### config.mk
export PLATFORM = sky130hd
export DESIGN_NAME = cmp_vector_gen
export DESIGN_NICKNAME = d
export VERILOG_FILES = /design/src/rtl/cmp_vec_pkg.sv /design/src/rtl/cmp_ref_model.sv /design/src/rtl/cmp_vector_gen.sv
export SDC_FILE = /design/constraint.sdc
export NUM_CORES = 1
export LEC_CHECK = 0
export CORE_MARGIN = 8
export CORE_UTILIZATION = 32
export CTS_CLUSTER_DIAMETER = 200
export DETAILED_ROUTE_END_ITERATION = 10
export GPL_TIMING_DRIVEN = 1
export PLACE_DENSITY = 0.54
export SLEW_MARGIN = 20
export SYNTH_ARGS = -nofsm -noshare
export SYNTH_HDL_FRONTEND = slang
export SYNTH_SLANG_ARGS = --single-unit
### constraint.sdc
create_clock -name clk -period 4.8 [get_ports clk]
set_clock_uncertainty 0.15 [all_clocks]
set_input_delay 0.96 -clock clk [delete_from_list [all_inputs] [get_ports clk]]
set_output_delay 0.96 -clock clk [all_outputs]
set_load 0.02 [all_outputs]
### src/rtl/cmp_vec_pkg.sv
// Shared types and the golden comparison function for the comparator
// vector generator.
package cmp_vec_pkg;

   // Sweep sequencer states
   typedef enum logic [1:0] {
      IDLE  = 2'd0,
      RUN_U = 2'd1,
      RUN_S = 2'd2,
      DONE  = 2'd3
   } state_t;

   // Comparison mode encodings carried on out_tcs
   localparam logic MODE_UNSIGNED = 1'b0;
   localparam logic MODE_TCS      = 1'b1;

   // Widest operand the generator supports
   localparam int MAX_WIDTH = 12;

   // Golden compare on MAX_WIDTH operands; returns {eq, gt}.
   // Narrower operands must be left-justified by the caller so that the
   // sign bit sits in the MSB; left-justification preserves both the
   // unsigned and the signed ordering.
   function automatic logic [1:0] golden_cmp(input logic [MAX_WIDTH-1:0] a,
                                             input logic [MAX_WIDTH-1:0] b,
                                             input logic                 tcs);
      logic eq;
      logic gt;
      eq = (a == b);
      if (tcs == MODE_TCS)
         gt = ($signed(a) > $signed(b));
      else
         gt = (a > b);
      return {eq, gt};
   endfunction

endpackage

### src/rtl/cmp_ref_model.sv
// Combinational golden EQ/GT for one operand pair of a given width.
module cmp_ref_model
   import cmp_vec_pkg::*;
#(
   parameter int WIDTH = 8
) (
   input  logic [WIDTH-1:0] a,
   input  logic [WIDTH-1:0] b,
   input  logic             tcs,
   output logic             eq,
   output logic             gt
);

   logic [MAX_WIDTH-1:0] a_al;
   logic [MAX_WIDTH-1:0] b_al;
   logic [1:0]           res;

   // Left-justify so the operand sign bit lands in the function's MSB
   assign a_al = MAX_WIDTH'(a) << (MAX_WIDTH - WIDTH);
   assign b_al = MAX_WIDTH'(b) << (MAX_WIDTH - WIDTH);

   // Evaluate golden result for the selected mode
   assign res = golden_cmp(a_al, b_al, tcs);
   assign eq  = res[1];
   assign gt  = res[0];

endmodule

### src/rtl/cmp_vector_gen.sv
// Comparator stimulus source: sweeps every {a, b} pair, first unsigned then
// two's-complement, streaming {a, b, eq, gt, tcs} over valid/ready.
// vec_count is 2*WIDTH+2 bits wide: the final count 2^(2*WIDTH+1) needs
// one bit more than 2*WIDTH+1 to be representable.
module cmp_vector_gen
   import cmp_vec_pkg::*;
#(
   parameter int WIDTH = 8
) (
   input  logic               clk,
   input  logic               reset,
   input  logic               start,
   input  logic               abort,
   output logic               out_valid,
   input  logic               out_ready,
   output logic [WIDTH-1:0]   out_a,
   output logic [WIDTH-1:0]   out_b,
   output logic               out_eq,
   output logic               out_gt,
   output logic               out_tcs,
   output logic               busy,
   output logic               done,
   output logic [2*WIDTH+1:0] vec_count
);

   localparam int SW = 2 * WIDTH;
   localparam int CW = 2 * WIDTH + 2;

   localparam logic [SW-1:0] SWEEP_ONE = {{(SW-1){1'b0}}, 1'b1};
   localparam logic [CW-1:0] COUNT_ONE = {{(CW-1){1'b0}}, 1'b1};
   localparam logic [CW-1:0] COUNT_MAX = COUNT_ONE << (SW + 1);

   state_t            state_reg;
   logic [SW-1:0]     sweep_reg;
   logic              out_valid_reg;
   logic [WIDTH-1:0]  out_a_reg;
   logic [WIDTH-1:0]  out_b_reg;
   logic              out_eq_reg;
   logic              out_gt_reg;
   logic              out_tcs_reg;
   logic              busy_reg;
   logic              done_reg;
   logic [CW-1:0]     vec_count_reg;

   logic              handshake;
   logic              sweep_last;
   logic [SW-1:0]     sweep_next;
   logic [SW-1:0]     sel_cnt;
   logic              sel_tcs;
   logic              ref_eq;
   logic              ref_gt;
   logic [CW-1:0]     count_inc;

   assign handshake  = out_valid_reg & out_ready;
   assign sweep_last = &sweep_reg;
   assign sweep_next = sweep_reg + SWEEP_ONE;
   assign count_inc  = (vec_count_reg == COUNT_MAX) ? vec_count_reg
                                                    : vec_count_reg + COUNT_ONE;

   // Select the vector that will be presented after the next load:
   // the first vector when idle/done, otherwise the successor of the current one
   always_comb begin
      sel_cnt = '0;
      sel_tcs = MODE_UNSIGNED;
      if (state_reg == RUN_U) begin
         sel_cnt = sweep_next;
         sel_tcs = sweep_last ? MODE_TCS : MODE_UNSIGNED;
      end else if (state_reg == RUN_S) begin
         sel_cnt = sweep_next;
         sel_tcs = MODE_TCS;
      end
   end

   cmp_ref_model #(
      .WIDTH (WIDTH)
   ) u_ref (
      .a   (sel_cnt[SW-1:WIDTH]),
      .b   (sel_cnt[WIDTH-1:0]),
      .tcs (sel_tcs),
      .eq  (ref_eq),
      .gt  (ref_gt)
   );

   // Sequencer, sweep counter, output register stage and accepted-vector count
   always_ff @(posedge clk or posedge reset) begin
      if (reset) begin
         state_reg     <= IDLE;
         sweep_reg     <= '0;
         out_valid_reg <= 1'b0;
         out_a_reg     <= '0;
         out_b_reg     <= '0;
         out_eq_reg    <= 1'b0;
         out_gt_reg    <= 1'b0;
         out_tcs_reg   <= 1'b0;
         busy_reg      <= 1'b0;
         done_reg      <= 1'b0;
         vec_count_reg <= '0;
      end else if (abort) begin
         state_reg     <= IDLE;
         sweep_reg     <= '0;
         out_valid_reg <= 1'b0;
         busy_reg      <= 1'b0;
         done_reg      <= 1'b0;
         vec_count_reg <= '0;
      end else begin
         case (state_reg)
            IDLE, DONE: begin
               if (state_reg == IDLE)
                  vec_count_reg <= '0;
               if (start) begin
                  state_reg     <= RUN_U;
                  sweep_reg     <= '0;
                  out_valid_reg <= 1'b1;
                  out_a_reg     <= sel_cnt[SW-1:WIDTH];
                  out_b_reg     <= sel_cnt[WIDTH-1:0];
                  out_eq_reg    <= ref_eq;
                  out_gt_reg    <= ref_gt;
                  out_tcs_reg   <= sel_tcs;
                  busy_reg      <= 1'b1;
                  done_reg      <= 1'b0;
                  vec_count_reg <= '0;
               end
            end
            RUN_U, RUN_S: begin
               if (handshake) begin
                  vec_count_reg <= count_inc;
                  if (state_reg == RUN_S && sweep_last) begin
                     state_reg     <= DONE;
                     out_valid_reg <= 1'b0;
                     busy_reg      <= 1'b0;
                     done_reg      <= 1'b1;
                  end else begin
                     if (sweep_last)
                        state_reg <= RUN_S;
                     sweep_reg   <= sweep_next;
                     out_a_reg   <= sel_cnt[SW-1:WIDTH];
                     out_b_reg   <= sel_cnt[WIDTH-1:0];
                     out_eq_reg  <= ref_eq;
                     out_gt_reg  <= ref_gt;
                     out_tcs_reg <= sel_tcs;
                  end
               end
            end
            default: state_reg <= IDLE;
         endcase
      end
   end

   assign out_valid = out_valid_reg;
   assign out_a     = out_a_reg;
   assign out_b     = out_b_reg;
   assign out_eq    = out_eq_reg;
   assign out_gt    = out_gt_reg;
   assign out_tcs   = out_tcs_reg;
   assign busy      = busy_reg;
   assign done      = done_reg;
   assign vec_count = vec_count_reg;

endmodule

-- Yosys cells after proc, flatten, opt, wreduce, memory -nomap -nowiden
Cells that the tools add are included.
W data, S select, Z words.
- word-level logic and storage cells: 94
- register bits after elaboration: 57
- bits of input ports: 5
- order comparisons: 2
- $add $sub $neg: 2
- equal/unequal tests: 15
- mux-type cells: 53
- reductions and logical operators: 10
- bitwise operators: 2
- operators by type and width (cell ; number):
    $mux W16 ; 6
    $mux W18 ; 5
    $mux W8 ; 6
    $pmux W18 S2 ; 1
    $pmux W16 S2 ; 1
    $pmux W8 S2 ; 2
    $gt A12 B12 Y1 ; 2
    $mux W1 ; 21
    $add A18 B1 Y18 const B ; 1
    $eq A18 B18 Y1 const B ; 1
    $add A16 B1 Y16 const B ; 1
    $reduce_and A16 Y1 ; 1
    $ne A3 B3 Y1 const B ; 5
    $reduce_and A3 Y1 ; 4
    $mux W2 ; 5
    $pmux W1 S2 ; 5
    $eq A8 B8 Y1 ; 1
    $ne A4 B4 Y1 const B ; 2
    $ne A2 B2 Y1 const B ; 3
    $eq A2 B2 Y1 const B ; 2
    $pmux W2 S2 ; 1
    $reduce_and A4 Y1 ; 1
    $reduce_or A2 Y1 ; 2
    $eq A2 B1 Y1 const B ; 1
    4 further kinds ; 4

-- Logic depth before layout (Yosys ltp)
Gate-level depths: netlist (run 1).
- word-level depth: 8
- mapped depth: 11
- depth with buffers taken out: 11

-- Hierarchy
From an unflattened synthesis (run 1), not the netlist that was laid out.
- cell total of the unflattened synthesis: 354
- area, all modules: 3383.2 um^2
- by module, submodules not included (module ; seq. area each (um^2) ; area an instance (um^2) ; cells each ; times used):
    cmp_vector_gen ; 1426.4 ; 3169.3 ; 324 ; 1
    cmp_ref_model ; 0.0 ; 214.0 ; 30 ; 1

-- Worst setup path after synthesis (run 1)
OpenSTA, ideal clock, no wires.
- path type: register to register
- start point: register sweep_reg[0]
- end point: register out_gt_reg (netlist: out_gt)
- setup slack: 1.964 ns
- required time: 4.563 ns
- cell stages (with the launch flop): 12
- arrival: 2.599 ns
- library setup time: 0.087 ns
- path through: dfrtp_1 -> ha_1 -> nand3_1 -> nor4_1 -> xnor2_1 -> nor2_1 -> ha_1 -> nand4_1 -> a211o_1 -> o211ai_1 -> o211ai_1 -> a22oi_1
- cells in the longest elaborated chain, start to end: 8
- elaborated cells between the ends (all ways): 16
- RTL lines (element ; line ; RTL):
    from (decl) ; cmp_vector_gen.sv:34 ; logic [SW-1:0] sweep_reg;
    from (signal assigned) ; cmp_vector_gen.sv:135 ; sweep_reg <= sweep_next;
    $add A16 B1 Y16 * ; cmp_vector_gen.sv:56 ; assign sweep_next = sweep_reg + SWEEP_ONE;
    $mux W16 ; cmp_vector_gen.sv:68 ; end else if (state_reg == RUN_S) begin
    $mux W16 * ; cmp_vector_gen.sv:65 ; if (state_reg == RUN_U) begin
    via sel_cnt[14] ; cmp_vector_gen.sv:48 ; logic [SW-1:0] sel_cnt;
    $gt A12 B12 Y1 (on tied branches) ; cmp_vec_pkg.sv:33, cmp_vec_pkg.sv:31 ;
    $mux W1 * ; cmp_vec_pkg.sv:30 ; if (tcs == MODE_TCS)
    $mux W1 ; cmp_vector_gen.sv:127 ; if (state_reg == RUN_S && sweep_last) begin
    $mux W1 ; cmp_vector_gen.sv:125 ; if (handshake) begin
    $pmux W1 S2 * ; cmp_vector_gen.sv:106 ; case (state_reg)
    to (signal assigned) ; cmp_vector_gen.sv:117 ; out_gt_reg <= ref_gt;
    to (signal assigned) ; cmp_vector_gen.sv:139 ; out_gt_reg <= ref_gt;
    to (decl) ; cmp_vector_gen.sv:39 ; logic out_gt_reg;
The timed path passes the listed nets; every way through them passes the cells marked *. The select of a mux whose other input is x is not followed.
A chain may end at the register's enable or synchronous reset.

-- Worst setup path in the final report (run 1)
Ends and elaborated chain as after synthesis.

==> results.sh, run 1 <==
export IMPL_synth_top_family_by_area="simple AND/OR/NAND/NOR gates"
export IMPL_status="finished clean"
export IMPL_start_kind="register"
export IMPL_yosys_area_share_adder_pct=5.18
export IMPL_dieArea_um2=14100
export IMPL_synth_largest_area_cell="dfrtp_1"
export IMPL_worstPathBufferInverterCount=0
export IMPL_cts_buffer_depth=2
export IMPL_worst_ir_drop_vdd_mv=0.126
export IMPL_largest_register_ff_count=18
export IMPL_dpl_hpwl_um=6360
export IMPL_crit_arrival_ns=3.44
export IMPL_rsz0062_at_grt="false"
export IMPL_ctsHtreeMaxLevel=3
export IMPL_hp_start="out_a[5]"
export IMPL_cts_sinks=57
export IMPL_first_iter_violations=185
export IMPL_syn_area_um2=3380
export IMPL_grt_pass1_wl_um=14500
export IMPL_grt_max_degree=39
export IMPL_grt_pass1_vias=2787
export IMPL_firstDrtPassIters=4
export IMPL_grt_total_usage_pct=12.5
export IMPL_syn_avg_cell_area_um2=9.28
export IMPL_clock_latency_ns=0.34
export IMPL_grt_overflow_total=0
export IMPL_crit_fanout=6
export IMPL_root_buffer="clkbuf_8"
export IMPL_m1WireLength_um=4120
export IMPL_final_nets=425
export IMPL_setup_viol=0
export IMPL_drt_wl_total_um=8730
export IMPL_final_cell_area_um2=4120
export IMPL_cts_buffers=9
export IMPL_vias_per_cell=5.26
export IMPL_drc=0
export IMPL_muxShareOfSynthArea_pct=5.78
export IMPL_ys_warnings_count=0
export IMPL_num_antenna_cells=0
export IMPL_startpoint="sweep_reg[0]"
export IMPL_fillers=1065
export IMPL_wl_per_cell_um=16.0
export IMPL_max_stage_delay_ns=0.66
export IMPL_fin_crit_sh_pct=69.7
export IMPL_route_met3_wl_um=383
export IMPL_hold_violations=0
export IMPL_cts_tree="built"
export IMPL_maxSlewViolCount=0
export IMPL_clk_pin_slew_ns=0.07
export IMPL_netlist_instances=364
export IMPL_chipHeight_um=119
export IMPL_synth_xor_area_share_pct=4.66
export IMPL_synth_ff_type="dfrtp_1"
export IMPL_syn_nets=383
export IMPL_layout_drive_gt1_share_pct=7.80
export IMPL_p_per_area_nw_per_um2=265
export IMPL_worst_path_dominant_cell_family="simple AND/OR/NAND/NOR gates"
export IMPL_top_layer="met4"
export IMPL_netlist_top_cells_area="dfrtp_1 42%, ha_1 5.2%, o21ai_0 3.7%"
export IMPL_ant_nets=0
export IMPL_synthArstFlopShare_pct=100
export IMPL_worstPathCellList="ha_1 -> nand3_1 -> nor4_1 -> xnor2_1 -> nor2_1 -> ha_1 -> nand4_1 -> a211o_1 -> o211ai_1 -> o211ai_1 -> a22oi_1"
export IMPL_port_buffers=44
export IMPL_ys_ff_latch=57
export IMPL_post_synth_top_area_fraction_pct=42.2
export IMPL_fp_dieW_um=119
export IMPL_totalNegativeSetupSlack_ns=0
export IMPL_yosys_area_share_simple_pct=22.5
export IMPL_synth_common_cells="57 x dfrtp_1, 30 x nand2_1, 27 x nor2_1"
export IMPL_tightest_slew_ns=0.815
export IMPL_synthToLayoutAreaGrowth_pct=21.9
export IMPL_fmax_mhz=299
export IMPL_core_um2=10300
export IMPL_crit_path_top_delay_cell="nor4_1"
export IMPL_postCtsSetupBuffers=0
export IMPL_cp_end_kind="register"
export IMPL_synth_edff_count=0
export IMPL_hold_buffers=0
export IMPL_cts_repair_resized=0
export IMPL_post_synth_top_count_cell="dfrtp_1"
export IMPL_num_vias=2873
export IMPL_synth_compound_area_share_pct=15.1
export IMPL_ys_types=52
export IMPL_antenna_found_initial=0
export IMPL_dpl_cell_area_um2=3920
export IMPL_min_path_type="reg2reg"
export IMPL_relSlewSlack_pct=45.6
export IMPL_worstSetupPathType="reg2reg"
export IMPL_power_leakage_nw=1.72
export IMPL_r2r_start="sweep_reg[0]"
export IMPL_min_period_ns=3.35
export IMPL_place_inst=531
export IMPL_globalplace_congestion=0.764
export IMPL_drv_cap=0
export IMPL_initial_core_util_pct=32.9
export IMPL_ios=45
export IMPL_cp_required_ns=4.90
export IMPL_instances_no_fill=546
export IMPL_post_route_util_pct=40.1
export IMPL_rows=37
export IMPL_seq_area_frac_synth_pct=42.2
export IMPL_wl_met2_um=4150
placed cells by master, fill, tap and decap left out, drive strengths merged, types with 9 or more instances in the layout:
cell and instances:
mux2 9, nand2 30, nand4 11, inv 19, mux2i 9, nand3 17, clkbuf 12, o21ai 26
nor2 27, ha 14, nor4 10, xnor2 13, or3 9, a21oi 22, clkdlybuf4s50 44, nor3 9
a21o 12, dfrtp 57
power breakdown:
part / total, mW / switching [mW] / internal [mW]
sequential: 0.503 / 0.0106 / 0.492
combinational: 0.132 / 0.0785 / 0.0531
clock: 0.455 / 0.192 / 0.264
worst paths after layout:
| check | endpoint | slack (ns) | cells after the start |
|---|---|---|---|
| min in group asynchronous | out_b[7] | 0.96 | 2 |
| hold / removal | out_a[5] | 0.36 | 1 |
| setup reg to reg | out_gt | 1.45 | 11 |
| setup / recovery | out_gt | 1.45 | 11 |
| max in group asynchronous | vec_count[8] | 2.77 | 3 |
| hold reg to reg | out_a[5] | 0.36 | 1 |
logic make-up (layout without fill, tap and decap cells):
| logic type | after synthesis | count (layout) |
|---|---|---|
| AND/OR/NAND/NOR | 141 | 141 |
| AO/OA/AOI/OAI | 82 | 82 |
| flip-flops | 57 | 57 |
| buffers and inverters | 34 | 80 |
| XOR/XNOR | 18 | 18 |
| multiplexers | 18 | 18 |
| adder cells (fa/ha/maj) | 14 | 14 |
cell type report:
cell class / count / area, um2 / area share, %
multi-input combinational: 273 / 1800 / 43.7
sequential: 57 / 1430 / 34.6
timing repair buffer: 46 / 455 / 11.1
tap: 136 / 170 / 4.13
clock buffer: 12 / 155 / 3.77
inverter: 19 / 71.3 / 1.73
clock inverter: 3 / 40.0 / 0.972
stage by stage:
stage / total power [mW] / hold WS [ns] / setup slack (ns)
after floorplan: 0.596 / 0.331 / 1.96
after global placement: 0.645 / 0.333 / 1.45
after detailed placement: 0.645 / 0.347 / 1.36
after CTS: 1.11 / 0.362 / 1.41
after global routing: 1.14 / 0.370 / 1.17
final: 1.09 / 0.355 / 1.45
layer usage:
| layer | global-route usage (%) | up-vias |
|---|---|---|
| met5 | 0 | - |
| met4 | 3.48 | 0 |
| met3 | 3.38 | 6 |
| met2 | 19.7 | 43 |
| met1 | 16.5 | 1430 |
| li1 | - | 1394 |
worst register-to-register path, delay by kind of cell, from the launching register on:
kind | cells | cell delay [ns]
AO/OA/AOI/OAI | 4 | 0.74
AND/OR/NAND/NOR | 4 | 1.15
adder cells (fa/ha/maj) | 2 | 0.62
XOR/XNOR | 1 | 0.19
flip-flops | 1 | 0.42
No activity file was read; power rests on OpenSTA's default activity.
==> inputs of run 2 (changes only) <==
Clock period 4.8 ns to 3.36 ns, I/O delays scaled along.
==> run 2 against run 1 <==
Net effect: design area rose by 1.6%; worst hold slack worse by 0.011 ns; first-iteration DRC count up 16%; non-clock buffer count rose by 9; clock power increased by 28%; routed wire length is 0.29% lower; clock-buffer cell count shrank 1; largest cell class unchanged.
==> results.sh, run 2 (synthesis gave the netlist of run 1 again) <==
export IMPL_globalplace_congestion=0.813
export IMPL_fmax_mhz=323
export IMPL_final_nets=434
export IMPL_grt_pass1_vias=2833
export IMPL_cts_buffer_depth=2
export IMPL_rsz0062_at_grt="false"
export IMPL_status="finished clean"
export IMPL_chipHeight_um=119
export IMPL_multi_input_area_um2=1800
export IMPL_wl_per_cell_um=15.7
export IMPL_route_met3_wl_um=261
export IMPL_fp_dieW_um=119
export IMPL_min_path_type="reg2reg"
export IMPL_final_cell_area_um2=4190
export IMPL_r2r_start="sweep_reg[0]"
export IMPL_crit_arrival_ns=3.20
export IMPL_worstSetupPathType="reg2reg"
export IMPL_core_um2=10300
export IMPL_grt_total_usage_pct=12.7
export IMPL_p_per_area_nw_per_um2=359
export IMPL_min_path_cells=1
export IMPL_drt_wl_total_um=8710
export IMPL_initial_core_util_pct=32.9
export IMPL_dpl_hpwl_um=6350
export IMPL_top_layer="met4"
export IMPL_first_iter_violations=215
export IMPL_cts_tree="built"
export IMPL_hold_buffers=0
export IMPL_crit_fanout=6
export IMPL_wl_met2_um=4110
export IMPL_whs_endpoint="done"
export IMPL_layout_commonest_cell="dfrtp_1"
export IMPL_m1WireLength_um=4290
export IMPL_reg2regPathDepth=12
export IMPL_r2r_slack_ns=0.26
export IMPL_cp_required_ns=3.46
export IMPL_setup_viol=0
export IMPL_start_kind="register"
export IMPL_hp_start="done"
export IMPL_antenna_found_initial=0
export IMPL_cts_repair_resized=0
export IMPL_cts_sinks=57
export IMPL_layout_drive_gt1_share_pct=10.2
export IMPL_drv_cap=0
export IMPL_fin_crit_sh_pct=92.3
export IMPL_vias_per_cell=5.13
export IMPL_clk_pin_slew_ns=0.07
export IMPL_drc=0
export IMPL_num_vias=2850
export IMPL_postCtsSetupBuffers=0
export IMPL_port_buffers=44
export IMPL_cp_end_kind="register"
export IMPL_cts_buffers=9
export IMPL_final_cell_mix="57 x dfrtp_1, 44 x clkdlybuf4s50_1, 30 x nand2_1"
export IMPL_fillers=1042
export IMPL_maxSlewViolCount=0
export IMPL_firstDrtPassIters=4
export IMPL_hold_violations=0
export IMPL_min_period_ns=3.10
export IMPL_grt_overflow_total=0
export IMPL_ios=45
export IMPL_relSlewSlack_pct=51.4
export IMPL_post_route_util_pct=40.7
export IMPL_largest_register_ff_count=18
export IMPL_rr_endpoint="out_gt"
export IMPL_clock_latency_ns=0.33
export IMPL_rows=37
export IMPL_dpl_cell_area_um2=4000
export IMPL_totalNegativeSetupSlack_ns=0
export IMPL_root_buffer="clkbuf_8"
export IMPL_ant_nets=0
export IMPL_tightest_slew_ns=0.728
export IMPL_final_seq_area_um2=1430
export IMPL_grt_pass1_wl_um=14700
export IMPL_grt_max_degree=58
export IMPL_num_antenna_cells=0
export IMPL_worst_ir_drop_vdd_mv=0.168
export IMPL_ctsHtreeMaxLevel=3
export IMPL_synthToLayoutAreaGrowth_pct=23.8
export IMPL_dieArea_um2=14100
export IMPL_power_leakage_nw=1.76
## run 2: stage by stage
step / hold WS (ns) / instances / worst slack, ns / power (mW)
2_1_floorplan: 0.331 / 364 / 0.524 / 0.852
3_3_place_gp: 0.332 / 540 / 0.352 / 0.932
3_5_place_dp: 0.333 / 540 / 0.273 / 0.933
4_1_cts: 0.350 / 556 / 0.250 / 1.53
5_1_grt: 0.381 / 556 / 0.0498 / 1.58
6_report: 0.344 / 556 / 0.260 / 1.50
## run 2: layer usage
| layer | up-vias | global-route usage [%] |
|---|---|---|
| met5 | - | 0 |
| met4 | 0 | 2.85 |
| met3 | 4 | 3.43 |
| met2 | 36 | 20.1 |
| met1 | 1391 | 17.0 |
| li1 | 1419 | - |
## run 2: critical path: stages (launching register included)
cell      delay, ns
dfrtp_1        0.43
ha_1           0.27
nand3_1        0.26
nor4_1         0.38
buf_4          0.18
xnor2_1        0.11
nor2_1         0.08
ha_1           0.30
nand4_1        0.14
a211o_1        0.25
o211ai_1       0.14
o211ai_1       0.15
a22oi_1        0.19
## run 2: worst max path at each step
stage / cells after the start / startpoint / slack [ns] / endpoint
6_report: 12 / sweep_reg[0] / 0.26 / out_gt
2_1_floorplan: 11 / sweep_reg[0] / 0.52 / out_gt
5_1_grt: 10 / sweep_reg[8] / 0.05 / out_gt
3_3_place_gp: 11 / sweep_reg[0] / 0.35 / out_gt
3_5_place_dp: 12 / sweep_reg[0] / 0.27 / out_gt
4_1_cts: 12 / sweep_reg[0] / 0.25 / out_gt
## run 2: final cells by class
| type | count | share of cell area (%) |
|---|---|---|
| Sequential cell | 57 | 34.1 |
| Multi-Input combinational cell | 273 | 43.0 |
| Clock buffer | 11 | 3.62 |
| Timing Repair Buffer | 55 | 12.8 |
| Clock inverter | 5 | 0.717 |
| Tap cell | 136 | 4.07 |
| Inverter | 19 | 1.70 |
## run 2: power by group
group          total [mW]  switching, mW  internal [mW]
clock network       0.584          0.281          0.304
registers           0.719         0.0161          0.703
logic               0.198          0.114         0.0833
